### config.mk
export PLATFORM = sky130hd
export DESIGN_NAME = pipeline_stage3_ex
export DESIGN_NICKNAME = d
export VERILOG_FILES = /design/src/rtl/pipeline_stage3_ex.sv
export SDC_FILE = /design/constraint.sdc
export NUM_CORES = 1
export LEC_CHECK = 0
export ABC_AREA = 0
export BUFFER_PORTS_ARGS = -buffer_cell sky130_fd_sc_hd__clkbuf_2
export CORE_ASPECT_RATIO = 1.5
export CORE_MARGIN = 3
export CORE_UTILIZATION = 55
export DETAILED_ROUTE_END_ITERATION = 16
export PLACE_DENSITY = 0.77
export SYNTH_ARGS = -nofsm -noshare
export SYNTH_HDL_FRONTEND = slang
export SYNTH_SLANG_ARGS = --single-unit
export TNS_END_PERCENT = 5
### constraint.sdc
create_clock -name clk -period 8.6 [get_ports clk]
set_input_delay 0.43 -clock clk [delete_from_list [all_inputs] [get_ports clk]]
set_output_delay 0.43 -clock clk [all_outputs]
set_load 0.005 [all_outputs]
### src/rtl/pipeline_stage3_ex.sv
`default_nettype none
// ============================================================================
//  Module   : pipeline_stage3_ex
//  Purpose  : MIPS execute stage. Selects ALU operands, computes result, zero
//             flag, branch target and destination register, and loads them
//             with the MEM/WB control bits into the EX/MEM register. MUL runs
//             on an iterative shift-add unit that stalls upstream meanwhile.
//  Revision : 1.0  initial release
// ============================================================================
module pipeline_stage3_ex #(
  parameter int N = 32,
  localparam int RW = $clog2(N)
) (
  input  logic          clk,
  input  logic          reset,
  input  logic          valid_in,
  input  logic          flush,
  input  logic [N-1:0]  pc_plus1,
  input  logic [N-1:0]  read_data1,
  input  logic [N-1:0]  read_data2,
  input  logic [N-1:0]  imm,
  input  logic [RW-1:0] rt,
  input  logic [RW-1:0] rd,
  input  logic          reg_dst,
  input  logic          alu_src,
  input  logic [3:0]    alu_ctrl,
  input  logic          branch,
  input  logic          mem_read,
  input  logic          mem_write,
  input  logic          mem_to_reg,
  input  logic          reg_write,
  output logic          stall,
  output logic [N-1:0]  branch_addr_ex,
  output logic          zero_ex,
  output logic [N-1:0]  alu_out_ex,
  output logic [N-1:0]  write_data_ex,
  output logic [RW-1:0] write_reg_ex,
  output logic          branch_ex,
  output logic          mem_read_ex,
  output logic          mem_write_ex,
  output logic          mem_to_reg_ex,
  output logic          reg_write_ex
);

  localparam logic [3:0] ALU_AND = 4'b0000;
  localparam logic [3:0] ALU_OR  = 4'b0001;
  localparam logic [3:0] ALU_ADD = 4'b0010;
  localparam logic [3:0] ALU_SUB = 4'b0110;
  localparam logic [3:0] ALU_SLT = 4'b0111;
  localparam logic [3:0] ALU_NOR = 4'b1100;
  localparam logic [3:0] ALU_MUL = 4'b1000;

  localparam logic [RW-1:0] LAST_ITER = RW'(N - 1);

  typedef enum logic [1:0] {
    IDLE = 2'd0,
    MUL  = 2'd1,
    DONE = 2'd2
  } state_t;

  state_t        state;
  state_t        state_next;

  logic [N-1:0]  operand_b;
  logic [RW-1:0] dest_reg;
  logic [N-1:0]  alu_result;
  logic [N-1:0]  result_value;
  logic          is_mul;
  logic          accept_mul;
  logic          load_result;

  // multiplier working registers
  logic [N-1:0]  mcand;
  logic [N-1:0]  mplier;
  logic [N-1:0]  acc;
  logic [RW-1:0] count;

  assign operand_b = alu_src ? imm : read_data2;
  assign dest_reg  = reg_dst ? rd : rt;
  assign is_mul    = (alu_ctrl == ALU_MUL);

  // A MUL is only taken from IDLE; a flush in the same cycle kills it instead.
  assign accept_mul = (state == IDLE) && valid_in && is_mul && !flush;

  // Stall is deliberately masked by reset so upstream never freezes on it.
  assign stall = !reset && (accept_mul || (state == MUL));

  // Single-cycle ALU; MUL is never routed through here (handled by acc).
  always_comb begin
    alu_result = '0;
    case (alu_ctrl)
      ALU_AND: alu_result = read_data1 & operand_b;
      ALU_OR:  alu_result = read_data1 | operand_b;
      ALU_ADD: alu_result = read_data1 + operand_b;
      ALU_SUB: alu_result = read_data1 - operand_b;
      ALU_SLT: alu_result = {{(N-1){1'b0}},
                             ($signed(read_data1) < $signed(operand_b))};
      ALU_NOR: alu_result = ~(read_data1 | operand_b);
      default: alu_result = '0;
    endcase
  end

  // Next-state logic and the EX/MEM load decision; flush overrides all.
  always_comb begin
    state_next   = state;
    load_result  = 1'b0;
    result_value = alu_result;
    if (flush) begin
      state_next = IDLE;
    end else begin
      case (state)
        IDLE: begin
          if (valid_in && is_mul) begin
            state_next = MUL;
          end else if (valid_in) begin
            load_result = 1'b1;
          end
        end
        MUL: begin
          if (count == LAST_ITER) begin
            state_next = DONE;
          end
        end
        DONE: begin
          load_result  = 1'b1;
          result_value = acc;
          state_next   = IDLE;
        end
        default: state_next = IDLE;
      endcase
    end
  end

  // FSM state register.
  always_ff @(posedge clk or posedge reset) begin
    if (reset) begin
      state <= IDLE;
    end else begin
      state <= state_next;
    end
  end

  // Shift-add multiplier: one multiplier bit per cycle, always N iterations.
  always_ff @(posedge clk or posedge reset) begin
    if (reset) begin
      mcand  <= '0;
      mplier <= '0;
      acc    <= '0;
      count  <= '0;
    end else if (accept_mul) begin
      mcand  <= read_data1;
      mplier <= operand_b;
      acc    <= '0;
      count  <= '0;
    end else if (state == MUL) begin
      if (mplier[0]) begin
        acc <= acc + mcand;
      end
      mcand  <= mcand << 1;
      mplier <= mplier >> 1;
      count  <= count + 1'b1;
    end
  end

  // EX/MEM pipeline register; bubbles clear controls and leave data as-is.
  always_ff @(posedge clk or posedge reset) begin
    if (reset) begin
      branch_addr_ex <= '0;
      zero_ex        <= 1'b0;
      alu_out_ex     <= '0;
      write_data_ex  <= '0;
      write_reg_ex   <= '0;
      branch_ex      <= 1'b0;
      mem_read_ex    <= 1'b0;
      mem_write_ex   <= 1'b0;
      mem_to_reg_ex  <= 1'b0;
      reg_write_ex   <= 1'b0;
    end else if (load_result) begin
      branch_addr_ex <= pc_plus1 + imm;
      zero_ex        <= (result_value == '0);
      alu_out_ex     <= result_value;
      write_data_ex  <= read_data2;
      write_reg_ex   <= dest_reg;
      branch_ex      <= branch;
      mem_read_ex    <= mem_read;
      mem_write_ex   <= mem_write;
      mem_to_reg_ex  <= mem_to_reg;
      reg_write_ex   <= reg_write;
    end else begin
      branch_ex      <= 1'b0;
      mem_read_ex    <= 1'b0;
      mem_write_ex   <= 1'b0;
      mem_to_reg_ex  <= 1'b0;
      reg_write_ex   <= 1'b0;
    end
  end

endmodule
`default_nettype wire

* Word level (Yosys, flattened, before mapping)
Index checks and enable logic that the tools add are counted.
** Word-level totals
- Flip-flop bits (word level) :: 210
- Bits in latches :: 0
- Memory bits (writable) :: 0
- Bits in read-only memories :: 0
- Word-level logic and storage cells :: 77
- Memories :: 0
** Cells by class
- Add/subtract/negate cells :: 5
- Multiply operators :: 0
- Divide/modulo/power cells :: 0
- Magnitude comparators :: 1
- Equality and inequality tests :: 11
- Shifts and indexed selects :: 0
- Muxes and demuxes :: 27
- Bitwise logic cells :: 3
- Reductions and logical operators :: 15
** Operators with widths (number)
- $mux 32 :: 10
- $pmux 32 s6 :: 1
- $add 32x32->32 :: 3
- $and 32x32->32 :: 1
- $logic_not 32->1 :: 1
- $lt 32x32->1 :: 1
- $not 32->32 :: 1
- $or 32x32->32 :: 1
- $sub 32x32->32 :: 1
- $mux 5 :: 3
- $eq 4x3->1 const B :: 2
- $eq 4x4->1 const B :: 2
- $mux 1 :: 8
- $mux 2 :: 3
- $add 5x1->5 const B :: 1
- $eq 5x5->1 const B :: 1
- $logic_and 1x1->1 :: 5
- $eq 4x1->1 const B :: 1
- $eq 4x2->1 const B :: 1
- $logic_not 4->1 :: 1
- $pmux 2 s2 :: 1
- $reduce_and 2->1 :: 2
- $reduce_bool 2->1 :: 2
- $ne 3x2->1 const B :: 1
- other kinds (7) :: 8

* Logic depth before layout (Yosys ltp)
Gate-level depths: netlist (run 1).
- Word-level depth :: 7
- Mapped depth :: 19
- Gate-level depth less buffers :: 17

* Least setup slack after synthesis (run 1)
OpenSTA, ideal clock, no wires.
- Path kind :: input to register
- Start point :: in alu_src
- End point :: reg zero_ex
- Setup time :: 0.121 ns
- Data arrival time :: 4.510 ns
- Slack :: 3.969 ns
- Cell stages on the path :: 17
- Path buffers :: 2
- Cell sequence :: clkbuf_1 -> buf_1 -> mux2i_1 -> inv_1 -> ha_1 -> fa_1 -> or2_4 -> a211o_1 -> o211ai_4 -> a2111oi_2 -> o31a_2 -> a31oi_4 -> a211oi_2 -> o41ai_1 -> o21ai_1 -> nor2b_1 -> a32o_2
** On the way
- Longest elaborated chain between the ends :: 7
- Elaborated cells on any way between the ends :: 11
- Those cells by class :: add/sub: 2; order compare: 1; mux: 4; bitwise: 3; reduce/logical: 1
** RTL lines
- start, declared :: line 25 : input logic alu_src,
- $mux 32 * :: line 78 : assign operand_b = alu_src ? imm : read_data2;
- branches (longest 2 deep; another with $sub 32x32->32)
- $pmux 32 s6 * :: line 91 : case (alu_ctrl)
- $mux 32 :: line 111 : case (state)
- $mux 32 * :: line 108 : if (flush) begin
- $logic_not 32->1 * :: line 180 : zero_ex <= (result_value == '0);
- end signal, assigned :: line 180
- end, declared :: line 34 : output logic zero_ex,
Mark *: on every way between the ends.
A chain may end at the register's enable or synchronous reset.

* Worst setup path in the final report (run 1)
Ends and elaborated chain as after synthesis.

==> results of run 1 <==
[flip-flops by register name (all words and copies together) (netlist names)]
name            flops
acc                32
alu_out_ex         32
branch_addr_ex     32
mcand              32
mplier             32
write_data_ex      32
count               5
write_reg_ex        5
state               2
branch_ex           1
mem_read_ex         1
mem_to_reg_ex       1
mem_write_ex        1
reg_write_ex        1
zero_ex             1
[through the flow]
stage / worst slack, ns / cells / cell area, um2
6_report: 3.58 / 2795 / 19900
5_1_grt: 3.50 / 2795 / 19900
4_1_cts: 3.73 / 2794 / 19900
3_5_place_dp: 3.18 / 2754 / 19200
2_1_floorplan: 2.43 / 2176 / 17600
3_3_place_gp: 3.21 / 2754 / 19200
[area by class of cell]
cell class,count,area (um2),share of cell area (%)
repair buffers,285,1490,7.47
diodes,1,2.50,0.0126
well taps,405,507,2.54
clock inverters,14,125,0.628
clock buffers,26,607,3.04
multi-input cells,1729,11500,57.6
flip-flops and latches,210,5260,26.4
inverters,125,477,2.39
[worst reg2reg max path, cell delays in order (launching register included)]
cell,delay (ns)
dfrtp_1,0.46
nor3b_4,0.22
buf_4,0.44
a31oi_4,0.24
a21oi_1,0.33
nand2_1,0.11
nor4b_1,0.32
o211ai_1,0.15
nor4b_1,0.40
nand4b_1,0.21
nor4_1,0.46
and4_1,0.29
nor4b_4,0.21
a32o_2,0.20
[cells in the mapped netlist (9+ instances only)]
master	n	area, um2
a31oi_1	53	332
o21ai_1	9	45.0
nor2b_1	28	175
ha_1	172	2150
a211oi_1	15	113
o21bai_1	20	150
dfrtp_1	210	5260
a221oi_1	16	140
nand3_1	52	260
nand2b_1	25	156
mux2i_1	44	440
o21ai_0	141	706
nand4_1	17	106
and3_1	9	56.3
a221o_1	34	340
a21oi_1	151	756
o21a_1	15	113
inv_1	125	469
xnor2_1	50	438
a21o_1	30	225
buf_2	12	60.1
xor2_1	30	263
a22oi_1	16	120
nand2_1	300	1130
o31ai_1	23	173
nor4_1	10	62.6
o22ai_1	10	62.6
buf_1	12	45.0
nor2_1	224	841
nor3_1	33	165
or3_1	12	75.1
clkbuf_1	79	297
nor3b_1	9	67.6
o211ai_1	23	173
[metal layers]
layer  track usage [%]  vias up  wire [um]
met4              15.9        0       3100
met1              45.3     8462      25300
met2              59.8      779      30000
met5                 0        -          0
met3              4.38      169       4760
li1                  -     8196          -
[placed cells by master, fill, tap and decap left out, drive strengths merged, types with 16 or more instances in the layout]
cell | Yosys | layout
nand4 | 17 | 17
a31oi | 56 | 56
clkbuf | 83 | 286
nor2 | 224 | 224
o21bai | 20 | 20
a211oi | 17 | 17
ha | 172 | 172
nand3 | 52 | 52
a21oi | 152 | 152
xnor2 | 50 | 50
mux2i | 44 | 44
a221o | 34 | 34
xor2 | 30 | 30
o211ai | 24 | 24
nor3 | 34 | 34
inv | 125 | 127
nand2 | 300 | 300
nand2b | 25 | 25
a22oi | 16 | 16
buf | 29 | 25
a21o | 31 | 31
dfrtp | 210 | 210
a221oi | 18 | 18
o21ai | 152 | 152
nor2b | 29 | 29
o31ai | 24 | 24
[logic make-up (layout without fill, tap and decap cells)]
family / Yosys count / in the layout / share of synthesized area [%]
xor+xnor: 80 / 80 / 3.97
compound gates: 644 / 644 / 24.7
fa+ha+maj: 176 / 176 / 12.7
simple gates: 782 / 782 / 20.7
buf+inv: 237 / 450 / 5.51
other cells: 0 / 1 / 0
mux: 47 / 47 / 2.69
flops: 210 / 210 / 29.8
[power breakdown]
part	internal, mW	total [mW]	switching, mW
sequential	1.25	1.48	0.232
combinational	0.821	1.92	1.10
clock	0.542	0.978	0.436
total	2.61	4.38	1.77
[how the worst max path moves through the flow]
stage	start	to	slack, ns	depth (start not counted)
after global placement	alu_src	zero_ex	3.21	18
after detailed placement	alu_src	zero_ex	3.18	18
after floorplan	reset	acc[0]	2.43	1
after CTS	alu_src	zero_ex	3.73	18
after global routing	alu_src	zero_ex	3.50	18
final	alu_src	zero_ex	3.58	18
==> results.cfg, run 1 <==
[cts]
cts_root_buf = clkbuf_16
cts_tree = built
htree_levels = 1
cts.clk_slew.worst_paths_ns = 0.06
cts_hold_buf = 0
cts_setup_buffers = 0
cts_resized = 0
clk_latency_ns = 0.53
cts_inserted_buffers = 22
cts_sinks = 210
clk_path_buf_depth = 3

[synth]
synth-edff-count = 0
synth_area_per_cell_um2 = 8.11
synth-seq-cells = 210
ys_types = 106
synthFlopType = dfrtp_1
seq_area_frac_synth_pct = 29.8
synth_fp_nets = 2505
synthArstFlopShare_pct = 100
syn-cell-area_mm2 = 0.0176
yosysWarningCount = 0
netlist_instances = 2176

[timing]
skew_ns = 0.0139
rsz0062_at_grt = false
final.min_clock_period_ns = 5.02
whs_ns = -0.0221
max_freq_ghz = 0.199
drv_slew = 0
slew_headroom_pct = 27.3
finalSetupTns_ns = 0
tightest_slew_ns = 1.09
setup_viol = 0
hold_viol_final = 22
fin_crit_sh_pct = 58.3

[die]
core_mm2 = 0.0313
start_util_pct = 56.3
rows = 79
die_y_um = 225
fp.dieW_um = 152
die-area_mm2 = 0.0343
ioPinCount = 261

[critical_path]
slowest_delay_ns = 0.48
r2r_start = state[1]
cp_top_family = simple AND/OR/NAND/NOR gates
cp-end-kind = flip-flop
worstRegToRegCells = 13
crit_slowest_cell = buf_4
r2r_end = zero_ex
rrSetupSlack_ns = 4.48
arrival_ns = 5.48
crit_path_start_kind = input pin
crit_required_ns = 9.07
cp.buffers_inverters = 3
cp_cell_sequence = clkbuf_2, buf_4, mux2i_1, inv_1, ha_1, fa_1, or2_4, a211o_1, o211ai_4, a211oi_1, xor2_1, a221oi_1, nor4b_1, nand4b_1, nor4_1, and4_1, nor4b_4, a32o_2
crit_type = in2reg
cp_max_fo = 32

[power]
cellLeakagePower_nw = 9.66
power_mw = 4.38
peakVddDrop_mv = 0.219
power-per-cell-area_mw_per_mm2 = 220

[detailed_routing]
wl_per_cell_um = 22.6
drc = 0
vias = 17600
drt-initial-drc-count = 1446
ant_nets = 0
routed_via_density = 6.30
wirelength_um = 63100
dr.pass1.iters = 6

[final_layout]
area_delta_synth_final_pct = 13.0
fillCellCount = 2732
utilization_pct = 63.6
nets = 2702
layout-drive-gt1-share_pct = 16.2

[placed_design]
post-dp-hpwl_um = 47600
numPortBuffers = 260
globalplace.congestion = 1.02

[global_routing]
antenna_found_initial = 1
grt_overflow_total = 0
grt_pass1_wl_um = 96300
grt_use_total_pct = 35.2
grt_max_degree = 96
grt_pass1_vias = 17200

[run_status]
status = finished, violations left
failed_checks = hold timing

[worst_hold_path]
holdCritPathClass = in2async

[run]
cap_violations = 0
(Power assumes the default switching activity.)
==> inputs of run 2 (changes only) <==
- CORE_UTILIZATION: 55 -> 53
- PLACE_DENSITY: 0.77 -> 0.78
- clock period: 8.6 -> 4.2 ns (I/O delays scaled with it)
==> run 2 against run 1 <==
- the run now ends clean
- final area increased by 10%
- clock-buffer cell count increased by 6
- flip-flop and latch count unchanged
- register-to-register slack got worse by 4.0 ns
- critical path type unchanged
==> results.cfg, run 2 (synthesis results as in run 1) <==
[run_status]
status = complete, no violations

[power]
power-per-cell-area_mw_per_mm2 = 423
p_clk_share_pct = 20.6
power_mw = 9.28
cellLeakagePower_nw = 10.8
sequentialPowerShare_pct = 33.0
swShare_pct = 40.0
peakVddDrop_mv = 0.503
intPower_mw = 5.57
power_switching_mw = 3.71
p_comb_share_pct = 46.4

[final_layout]
fillCellCount = 2763
most-common-layout-cells = nand2_1 (299), clkbuf_2 (260), nor2_1 (223), buf_4 (212), dfrtp_1 (210)
nets = 2942
stdcell_count = 3042
utilization_pct = 67.0
final_common_cell = nand2_1
layout-drive-gt1-share_pct = 22.2
num_antenna_cells = 0
area_delta_synth_final_pct = 24.3

[die]
die_y_um = 229
start_util_pct = 53.9
die-area_mm2 = 0.0356
core_mm2 = 0.0327
fp.dieW_um = 155
rows = 81
ioPinCount = 261

[placed_design]
numPortBuffers = 260
dp.cells = 2954
post-dp-hpwl_um = 49100
globalplace.congestion = 0.997
post-place-ws_ns = -0.416

[global_routing]
grt_pass1_wl_um = 100000
grt_max_degree = 135
antenna_found_initial = 0
grt_overflow_total = 0
grt_pass1_vias = 18500
grt_use_total_pct = 35.0

[cts]
clk_latency_ns = 0.53
cts_tree = built
cts.clk_slew.worst_paths_ns = 0.06
htree_levels = 1
cts_sinks = 210
clk_path_buf_depth = 3
cts_setup_buffers = 0
cts_root_buf = clkbuf_16
cts_inserted_buffers = 22

[timing]
slew_headroom_pct = 28.7
setup_viol = 0
skew_ns = 0.00946
final.min_clock_period_ns = 4.07
max_freq_ghz = 0.246
fin_ws_ns = 0.133
tightest_slew_ns = 1.07
hold_viol_final = 0
whs_ns = 0.0236
drv_slew = 0
fin_crit_sh_pct = 96.8

[detailed_routing]
dr.pass1.iters = 6
drc = 0
wl_per_cell_um = 21.3
ant_nets = 0
drt-initial-drc-count = 1562
vias = 18700
wirelength_um = 64800
routed_via_density = 6.14

[critical_path]
critPathMostFrequentCell = a211o_1
crit_slowest_cell = dlygate4sd3_1
crit_type = in2reg
arrival_ns = 4.48
crit_path_start_kind = input pin
cp_cell_sequence = dlygate4sd3_1, clkbuf_2, mux2i_1, buf_4, ha_1, nor2b_1, a211o_1, a211oi_4, o21ai_2, a211o_1, a21oi_2, nand2_1, o31ai_1, a221oi_1, and4_1, nor4b_4, a32o_2
cp-end-kind = flip-flop
crit_required_ns = 4.62
slowest_delay_ns = 0.55
cp_max_fo = 5

[worst_hold_path]
holdCritPathClass = in2reg

[run]
cap_violations = 0
[run 2: cell types whose count changed in the layout (fill, tap and decap cells not counted), sizes merged]
cell / change
buf: +190
dlygate4sd3: +50
clkbuf: +6
clkinvlp: -4
inv: -2
bufinv: -1
clkinv: -1
diode: -1
[run 2: final cells by class]
| cell class | count | area (um2) | area share (%) |
|---|---|---|---|
| clock inverters | 6 | 36.3 | 0.165 |
| multi-input cells | 1729 | 11500 | 52.7 |
| well taps | 415 | 519 | 2.37 |
| inverters | 125 | 473 | 2.16 |
| flip-flops and latches | 210 | 5260 | 24.0 |
| clock buffers | 32 | 649 | 2.96 |
| repair buffers | 525 | 3440 | 15.7 |
[run 2: per-layer routing]
layer  vias to the layer above  routed length (um)  global-route usage [%]
met1                      8916               25300                    43.5
met5                         -                   0                       0
met2                       902               31900                    61.5
li1                       8680                   -                       -
met4                         0                2750                    14.4
met3                       186                4830                    3.52
[run 2: worst max-delay path: cells and delay by family]
kind	cells	cell delay (ns)
buf+inv	3	0.84
mux	1	0.15
simple gates	4	0.70
compound gates	8	2.34
fa+ha+maj	1	0.25
[run 2: worst paths after layout]
check                               start                end  slack, ns  cells past startpoint
min in group asynchronous           reset          mplier[4]       0.37                      4
hold reg to reg             alu_out_ex[9]      alu_out_ex[9]       0.47                      2
max in group asynchronous           reset  write_data_ex[29]       3.08                      4
hold / removal             read_data1[31]          mcand[31]       0.02                      3
setup reg to reg                   acc[0]            acc[30]       0.51                     15
setup / recovery            read_data2[2]            zero_ex       0.13                     17
[run 2: timing repair]
item | in CTS | in global routing
endpoints found under the hold margin | 174 | 0
resized for setup | 0 | 15
setup endpoints to repair | 0 | 1
hold buffers | 50 | 0
[run 2: metrics by stage]
stage	area (um2)	TNS [ns]
6_report	21900	0
3_5_place_dp	20700	-0.841
4_1_cts	21800	0
3_3_place_gp	20700	-0.531
5_1_grt	21900	-0.00309
2_1_floorplan	17600	-0.237
[run 2: power by group through the flow]
stage          clock (mW)  sequential, mW  combinational [mW]
4_1_cts              1.95            3.04                4.22
3_3_place_gp            0            3.05                4.01
6_report             1.91            3.06                4.30
3_5_place_dp            0            3.07                4.15
5_1_grt              2.01            3.11                4.73
2_1_floorplan           0            2.90                2.84
